--- config.mk ---
export PLATFORM = sky130hd
export DESIGN_NAME = lcd_timing_gen
export DESIGN_NICKNAME = d
export VERILOG_FILES = /design/src/rtl/lcd_timing_gen.sv
export SDC_FILE = /design/constraint.sdc
export NUM_CORES = 1
export LEC_CHECK = 0
export BUFFER_PORTS_ARGS = -buffer_cell sky130_fd_sc_hd__buf_2
export CAP_MARGIN = 5
export CORE_ASPECT_RATIO = 1.4
export CORE_MARGIN = 4
export CORE_UTILIZATION = 60
export DETAILED_ROUTE_END_ITERATION = 16
export HOLD_SLACK_MARGIN = 0.05
export MAX_ROUTING_LAYER = met4
export PLACE_DENSITY = 0.81
export SLEW_MARGIN = 25
export SYNTH_ARGS = -nofsm -noshare
export SYNTH_HDL_FRONTEND = slang
export SYNTH_SLANG_ARGS = --single-unit
export TNS_END_PERCENT = 50
--- constraint.sdc ---
create_clock -name clk -period 8.35 [get_ports clk]
set_input_delay 0.835 -clock clk [delete_from_list [all_inputs] [get_ports clk]]
set_output_delay 0.835 -clock clk [all_outputs]
set_load 0.05 [all_outputs]
--- src/rtl/lcd_timing_gen.sv ---
// Raster timing generator: programmable H/V fields, frame-boundary shadowed timing set,
// graceful end-of-frame stop, prefetch strobe leading data-enable by LEAD clocks.
module lcd_timing_gen #(
    parameter int HW   = 11,
    parameter int VW   = 11,
    parameter int LEAD = 4
) (
    input  logic          clk,
    input  logic          reset,
    input  logic          en,
    input  logic [HW-1:0] cfg_hsw,
    input  logic [HW-1:0] cfg_hbp,
    input  logic [HW-1:0] cfg_hact,
    input  logic [HW-1:0] cfg_hfp,
    input  logic [VW-1:0] cfg_vsw,
    input  logic [VW-1:0] cfg_vbp,
    input  logic [VW-1:0] cfg_vact,
    input  logic [VW-1:0] cfg_vfp,
    input  logic          cfg_hpol,
    input  logic          cfg_vpol,
    input  logic          cfg_depol,
    input  logic [VW-1:0] cfg_irq_line,
    input  logic          cfg_update,
    output logic          cfg_ack,
    output logic          hsync,
    output logic          vsync,
    output logic          de,
    output logic          pipe,
    output logic [HW-1:0] pixel_x,
    output logic [VW-1:0] pixel_y,
    output logic          frame_start,
    output logic          line_irq,
    output logic          busy
);

    localparam int HC = HW + 2;
    localparam int VC = VW + 2;
    localparam logic [HC-1:0] HLEAD = HC'(LEAD);

    typedef enum logic [1:0] {IDLE, RUN, DRAIN} state_t;
    state_t state;

    logic [HW-1:0] sh_hsw, sh_hbp, sh_hact, sh_hfp;
    logic [VW-1:0] sh_vsw, sh_vbp, sh_vact, sh_vfp;
    logic          sh_hpol, sh_vpol, sh_depol;
    logic          pending;
    logic [HC-1:0] hcnt;
    logic [VC-1:0] vcnt;

    logic [HC-1:0] hsw_l, hbp_l, hact_l, hfp_l, htotal, hstart, hend, pstart, pend;
    logic [VC-1:0] vsw_l, vbp_l, vact_l, vfp_l, vtotal, vstart, vend;
    logic          running, h_last, v_last, frame_end, load;
    logic          hs_i, vs_i, hact_i, vact_i, de_i, pipe_i;

    // Field lengths are stored minus one, so a length can never be zero.
    assign hsw_l  = HC'(sh_hsw)  + HC'(1);
    assign hbp_l  = HC'(sh_hbp)  + HC'(1);
    assign hact_l = HC'(sh_hact) + HC'(1);
    assign hfp_l  = HC'(sh_hfp)  + HC'(1);
    assign vsw_l  = VC'(sh_vsw)  + VC'(1);
    assign vbp_l  = VC'(sh_vbp)  + VC'(1);
    assign vact_l = VC'(sh_vact) + VC'(1);
    assign vfp_l  = VC'(sh_vfp)  + VC'(1);

    assign htotal = hsw_l + hbp_l + hact_l + hfp_l;
    assign vtotal = vsw_l + vbp_l + vact_l + vfp_l;
    assign hstart = hsw_l + hbp_l;
    assign hend   = hstart + hact_l;
    assign vstart = vsw_l + vbp_l;
    assign vend   = vstart + vact_l;
    assign pstart = (hstart > HLEAD) ? hstart - HLEAD : '0;
    assign pend   = (hend > HLEAD) ? hend - HLEAD : '0;

    assign hs_i   = hcnt < hsw_l;
    assign vs_i   = vcnt < vsw_l;
    assign hact_i = (hcnt >= hstart) && (hcnt < hend);
    assign vact_i = (vcnt >= vstart) && (vcnt < vend);
    assign de_i   = hact_i && vact_i;
    assign pipe_i = vact_i && (hcnt >= pstart) && (hcnt < pend);

    assign running   = (state != IDLE);
    assign h_last    = (hcnt == htotal - HC'(1));
    assign v_last    = (vcnt == vtotal - VC'(1));
    assign frame_end = running && h_last && v_last;
    // Loading only at frame end (or while stopped) keeps each frame on one timing set.
    assign load      = pending && (!running || frame_end);
    assign cfg_ack   = load;
    assign busy      = running;

    always_ff @(posedge clk or negedge reset) begin
        if (!reset) begin
            pending  <= 1'b0;
            sh_hsw   <= '0;
            sh_hbp   <= '0;
            sh_hact  <= '0;
            sh_hfp   <= '0;
            sh_vsw   <= '0;
            sh_vbp   <= '0;
            sh_vact  <= '0;
            sh_vfp   <= '0;
            sh_hpol  <= 1'b1;
            sh_vpol  <= 1'b1;
            sh_depol <= 1'b1;
        end else begin
            pending <= cfg_update || (pending && !load);
            if (load) begin
                sh_hsw   <= cfg_hsw;
                sh_hbp   <= cfg_hbp;
                sh_hact  <= cfg_hact;
                sh_hfp   <= cfg_hfp;
                sh_vsw   <= cfg_vsw;
                sh_vbp   <= cfg_vbp;
                sh_vact  <= cfg_vact;
                sh_vfp   <= cfg_vfp;
                sh_hpol  <= cfg_hpol;
                sh_vpol  <= cfg_vpol;
                sh_depol <= cfg_depol;
            end
        end
    end

    always_ff @(posedge clk or negedge reset) begin
        if (!reset) begin
            state       <= IDLE;
            hcnt        <= '0;
            vcnt        <= '0;
            hsync       <= 1'b0;
            vsync       <= 1'b0;
            de          <= 1'b0;
            pipe        <= 1'b0;
            pixel_x     <= '0;
            pixel_y     <= '0;
            frame_start <= 1'b0;
            line_irq    <= 1'b0;
        end else begin
            unique case (state)
                IDLE: begin
                    hcnt <= '0;
                    vcnt <= '0;
                    if (en) state <= RUN;
                end
                RUN, DRAIN: begin
                    if (h_last) begin
                        hcnt <= '0;
                        vcnt <= v_last ? '0 : vcnt + VC'(1);
                    end else begin
                        hcnt <= hcnt + HC'(1);
                    end
                    if (state == RUN) begin
                        if (!en) state <= DRAIN;
                    end else if (en) begin
                        state <= RUN;
                    end else if (frame_end) begin
                        state <= IDLE;
                    end
                end
                default: state <= IDLE;
            endcase

            if (running) begin
                hsync       <= ~(hs_i ^ sh_hpol);
                vsync       <= ~(vs_i ^ sh_vpol);
                de          <= ~(de_i ^ sh_depol);
                pipe        <= pipe_i;
                pixel_x     <= de_i ? HW'(hcnt - hstart) : '0;
                pixel_y     <= de_i ? VW'(vcnt - vstart) : '0;
                frame_start <= (hcnt == '0) && (vcnt == '0);
                line_irq    <= (hcnt == '0) && (vcnt == VC'(cfg_irq_line));
            end else begin
                hsync       <= ~sh_hpol;
                vsync       <= ~sh_vpol;
                de          <= ~sh_depol;
                pipe        <= 1'b0;
                pixel_x     <= '0;
                pixel_y     <= '0;
                frame_start <= 1'b0;
                line_irq    <= 1'b0;
            end
        end
    end

endmodule

### Yosys cells after proc, flatten, opt, wreduce, memory -nomap -nowiden

Index checks and enable logic that the tools add are counted.

* bits in writable memories: 0
* output and inout port bits: 30
* memories kept: 0
* register bits after elaboration: 148
* logic and storage cells: 119
* input port bits: 106
* memory bits (read-only): 0
* bits in latches: 0

* multiplexer cells: 23
* shift operators: 0
* $add $sub $neg: 22
* divide/modulo/power cells: 0
* eq/ne operators: 9
* reductions and logical operators: 23
* order comparisons: 10
* bitwise gates (word level): 9
* multiply operators: 0

Operators with widths (count)
* 11-bit by 1-bit adder with 12-bit output, second input constant: 8
* 13-bit 2-to-1 mux: 5
* 13-bit by 12-bit adder with 13-bit output: 4
* 13-bit case mux with 2 select lines: 2
* 11-bit 2-to-1 mux: 4
* 13-bit >= comparator: 3
* 13-bit < comparator: 3
* 12-bit by 12-bit adder with 13-bit output: 2
* 13-bit by 1-bit adder with 13-bit output, second input constant: 2
* 13-bit == test: 2
* 13-bit by 3-bit > comparator with 1-bit output, second input constant: 2
* 13-bit logical NOT: 2
* 13-bit by 12-bit < comparator with 1-bit output: 2
* 13-bit by 1-bit subtractor with 13-bit output, second input constant: 2
* 13-bit by 3-bit subtractor with 13-bit output, second input constant: 2
* 11-bit subtractor: 2
* 13-bit by 11-bit == test with 1-bit output: 1
* 1-bit logical AND: 11
* 2-bit 2-to-1 mux: 5
* 1-bit 2-to-1 mux: 6
* 1-bit inverter: 6
* 2-bit != test, second input constant: 2
* 4-bit != test, second input constant: 1
* 2-bit case mux with 2 select lines: 1
* 11 further kinds: 16

### Longest topological paths before layout

* word-level depth: 13
* mapped depth: 29
* depth with buffers taken out: 28

### Worst setup path after synthesis

Ideal clock, no wire load.

* kind: reg-to-output
* start: register sh_hsw[0]
* end: output cfg_ack
* data arrival time: 6115 ps
* slack: 1400 ps
* cell stages (with the launch flop): 28
* buffers on the path: 2
* data required time: 7515 ps
* cell sequence: dfrtp_1 > ha_1 > xor2_1 > ha_1 > nand3b_1 > nand2_1 > xnor2_1 > inv_1 > ha_1 > or2_2 > o311a_1 > or2_2 > a21o_1 > a21oi_1 > xnor2_1 > ha_1 > xnor2_1 > nor3_1 > nor4_1 > nand4_1 > nor4bb_1 > o2111a_1 > o211ai_1 > and4b_4 > o21ai_4 > buf_12 > buf_12 > inv_1

* word-level cells in the longest chain between the ends: 10

Ends and longest elaborated chain
* start: declaration: RTL line 43 `logic [HW-1:0] sh_hsw, sh_hbp, sh_hact, sh_hfp;`
* start signal: assignment: RTL line 107 `sh_hsw <= cfg_hsw;`
* 11-bit by 1-bit adder with 12-bit output: RTL line 56 `assign hsw_l = HC'(sh_hsw) + HC'(1);`
* 12-bit by 12-bit adder with 13-bit output: RTL line 65 `assign htotal = hsw_l + hbp_l + hact_l + hfp_l;`
* 13-bit by 12-bit adder with 13-bit output (2 in a row): RTL line 65
* 13-bit by 1-bit subtractor with 13-bit output: RTL line 82 `assign h_last = (hcnt == htotal - HC'(1));`
* 13-bit == test: RTL line 82
* 1-bit logical AND (2 in a row): RTL line 84 `assign frame_end = running && h_last && v_last;`
* 1-bit logical OR: RTL line 86 `assign load = pending && (!running || frame_end);`
* 1-bit logical AND: RTL line 86
* end: declaration: RTL line 24 `output logic cfg_ack,`

Every way passes these cells.

### Worst setup path after layout

Same ends and word-level chain as after synthesis.

==> flow_summary.yaml <==
outcome:
  status: "complete, no violations"
clocking:
  path_clk_slew_ns: 0.06
  cts.path.max_buffers: 2
  cts-root-buf: "clkbuf_16"
  numCtsBuffers: 17
  worstSkewPairLatency_ns: 0.45
  cts_hold_buf: 0
  cts_num_sinks: 148
  cts_tree: "done"
  post_cts_buffers: 0
  cts_htree_levels: 4
worst_setup_path:
  crit_path_end_kind: "output pin"
  cp.required_ns: 7.52
  cp.arrival_ns: 6.95
  critPathMaxFanout: 7
  crit_path_start_kind: "register"
  criticalPathCategory: "reg2out"
sta:
  finalMaxSlewViolations: 0
  fin_crit_ns: 7.78
  slew-limit-headroom_pct: 27.3
  period_share_pct: 93.2
  max_freq_mhz: 128
  hold_viol: 0
  rsz0062_at_grt: "no"
  fin_worst_skew_ns: 0.0151
  tightest_slew_ns: 1.08
  finalSetupViolations: 0
  tns_ns: 0
grt:
  grt-ovfl-total: 0
  grt_pass1_vias: 12300
  grt_max_degree: 97
  grt_util_all_layers_pct: 30.3
  grt_pass1_wl_microns: 60600
  antenna_found_initial: 0
floorplan:
  ioPinCount: 136
  die_width_microns: 137
  row_count: 65
  core-area_sq_um: 22700
  die_area_sq_um: 25800
  die_h_microns: 188
  start_util_pct: 61.5
finish:
  drive_above_1_share_pct: 18.3
  antenna_cells: 0
  fin_nets: 1940
  area_growth_pct: 10.5
  fillers: 1832
  largestRegisters: "hcnt x13, vcnt x13"
route:
  met3_length_microns: 1820
  dr.pass1.iters: 5
  drt_iter0_drc: 836
  drcViolationCount: 0
  vias_per_cell: 6.18
  wl_microns: 37400
  postRouteAntennaNets: 0
  vias: 12100
  met1Wirelength_microns: 14400
  top_layer: "met4"
  dr_wl_met2_microns: 19000
  wl_per_cell_microns: 19.0
synth:
  synthTopCellsByCount: "ha_1 (179), dfrtp_1 (145), inv_1 (128)"
  synth.avg_cell_area_sq_um: 9.15
  yosysWarningCount: 0
  ys_types: 76
  ys_seq_area_share_pct: 26.6
  netlist_instances: 1524
  synth_edf_count: 0
  postSynthRegisterBits: 148
  synth_most_common_cell: "ha_1"
  yosys.area.top_type_share_pct: 26.0
  netlist_area_sq_um: 14000
  synthArstFlopShare_pct: 100
  synth_flop_cell: "dfrtp_1"
  synth.area.top_cells: "dfrtp_1 (26%), ha_1 (16%), mux2_4 (8.5%)"
  synth_fp_nets: 1817
  synth_top_cell_by_area: "dfrtp_1"
flow_run:
  drv_cap: 0
hold_path:
  holdCritPathClass: "in2async"
place:
  globalplace.congestion: 1.02
  portBuffers: 135
  dpl.hpwl_microns: 28300
-- per-layer routing --
layer / GRT usage, % / vias up
met3: 3.90 / 162
met1: 33.1 / 5765
met5: - / -
met2: 52.7 / 440
met4: 16.6 / 0
li1: - / 5753
-- critical path, stage by stage (launching register included) --
cell and delay, ns:
dfrtp_1 0.47, ha_1 0.34, nand3_1 0.16, xnor2_2 0.19
ha_1 0.31, o211ai_1 0.12, a21oi_1 0.17, nor2_1 0.08
xnor2_1 0.18, ha_1 0.28, or2_2 0.33, o311a_1 0.30
or2_2 0.29, a21o_1 0.18, a21oi_1 0.24, xnor2_2 0.21
ha_1 0.35, xnor2_2 0.24, nor3_1 0.09, nor4_1 0.25
nand4_1 0.18, nor4bb_1 0.34, o2111a_1 0.32, o211ai_1 0.12
and4b_4 0.40, o21ai_4 0.08, inv_1 0.06, buf_2 0.25
-- per-stage QoR --
stage / util, % / setup slack (ns) / cell area, sq um / hold slack [ns] / std cells
detailed placement: 65.2 / 0.841 / 14800 / 0.502 / 1929
floorplan: - / 1.40 / 14000 / 0.479 / 1524
global placement: 65.2 / 1.09 / 14800 / 0.496 / 1929
finish: 68.0 / 0.568 / 15400 / 0.478 / 1961
global route: 68.0 / 0.0742 / 15400 / 0.531 / 1961
CTS: 67.8 / 0.275 / 15400 / 0.501 / 1961
-- worst paths after layout --
check	startpoint	end	slack (ns)	cells past startpoint
worst max-delay path	sh_hsw[0]	cfg_ack	0.57	27
worst min register to register	sh_vbp[0]	sh_vbp[0]	0.52	1
worst min-delay path	reset	sh_hfp[4]	0.48	1
max in group asynchronous	reset	sh_vsw[4]	6.61	2
min in group clk	sh_vbp[0]	sh_vbp[0]	0.52	1
worst max register to register	sh_hsw[0]	sh_vbp[7]	1.27	27
-- cells by family after synthesis --
| group | Yosys count | synth area share, % |
|---|---|---|
| fa+ha+maj | 188 | 17.3 |
| mux | 104 | 10.5 |
| xor+xnor | 117 | 7.35 |
| flops | 148 | 26.6 |
| compound gates | 346 | 16.5 |
| simple gates | 452 | 16.2 |
| buf+inv | 169 | 5.64 |
-- placed cells by master (no fill, tap or decap), types with 6 or more instances in the layout --
| master | Yosys | routed |
|---|---|---|
| a21o_1 | 23 | 23 |
| or3_1 | 7 | 7 |
| mux2_2 | 20 | 20 |
| inv_1 | 128 | 128 |
| and3_1 | 12 | 12 |
| nor2b_1 | 21 | 21 |
| o211ai_1 | 12 | 12 |
| and2_1 | 6 | 6 |
| a31oi_1 | 11 | 11 |
| and4_1 | 7 | 7 |
| nor2_1 | 92 | 92 |
| buf_4 | 1 | 9 |
| a211oi_1 | 13 | 13 |
| o2111ai_1 | 8 | 8 |
| or2_2 | 8 | 8 |
| nand3_1 | 48 | 48 |
| fa_1 | 8 | 8 |
| mux2_4 | 79 | 79 |
| nor3_1 | 46 | 46 |
| buf_2 | 2 | 134 |
| nand2b_1 | 15 | 15 |
| o21ai_0 | 84 | 84 |
| a2111oi_0 | 7 | 7 |
| o21bai_1 | 6 | 6 |
| a21boi_0 | 6 | 6 |
| xnor2_1 | 83 | 78 |
| ha_1 | 179 | 179 |
| nand2_1 | 119 | 119 |
| nand4_1 | 28 | 28 |
| xor2_1 | 34 | 34 |
| clkbuf_16 | 0 | 17 |
| o21a_1 | 37 | 37 |
| a21oi_1 | 79 | 79 |
| nor4_1 | 18 | 18 |
| dfrtp_1 | 145 | 145 |
| a2111o_1 | 6 | 6 |
-- repair_timing --
action,4_1_cts,5_1_grt
endpoints found under the hold margin,0,0
resized for setup,0,5
endpoints found under the setup margin,0,1
-- area by class of cell --
cell class	instances	area, sq um	area share (%)
tap	301	377	2.44
inverter	128	480	3.12
sequential	148	3710	24.0
timing repair buffer	145	769	4.99
clock buffer	18	439	2.85
clock inverter	14	151	0.982
multi-input combinational	1207	9490	61.6
Power is left out: the tool's default activity adds up to more than one toggle a clock period on the data nets, which glitch-free logic cannot reach.
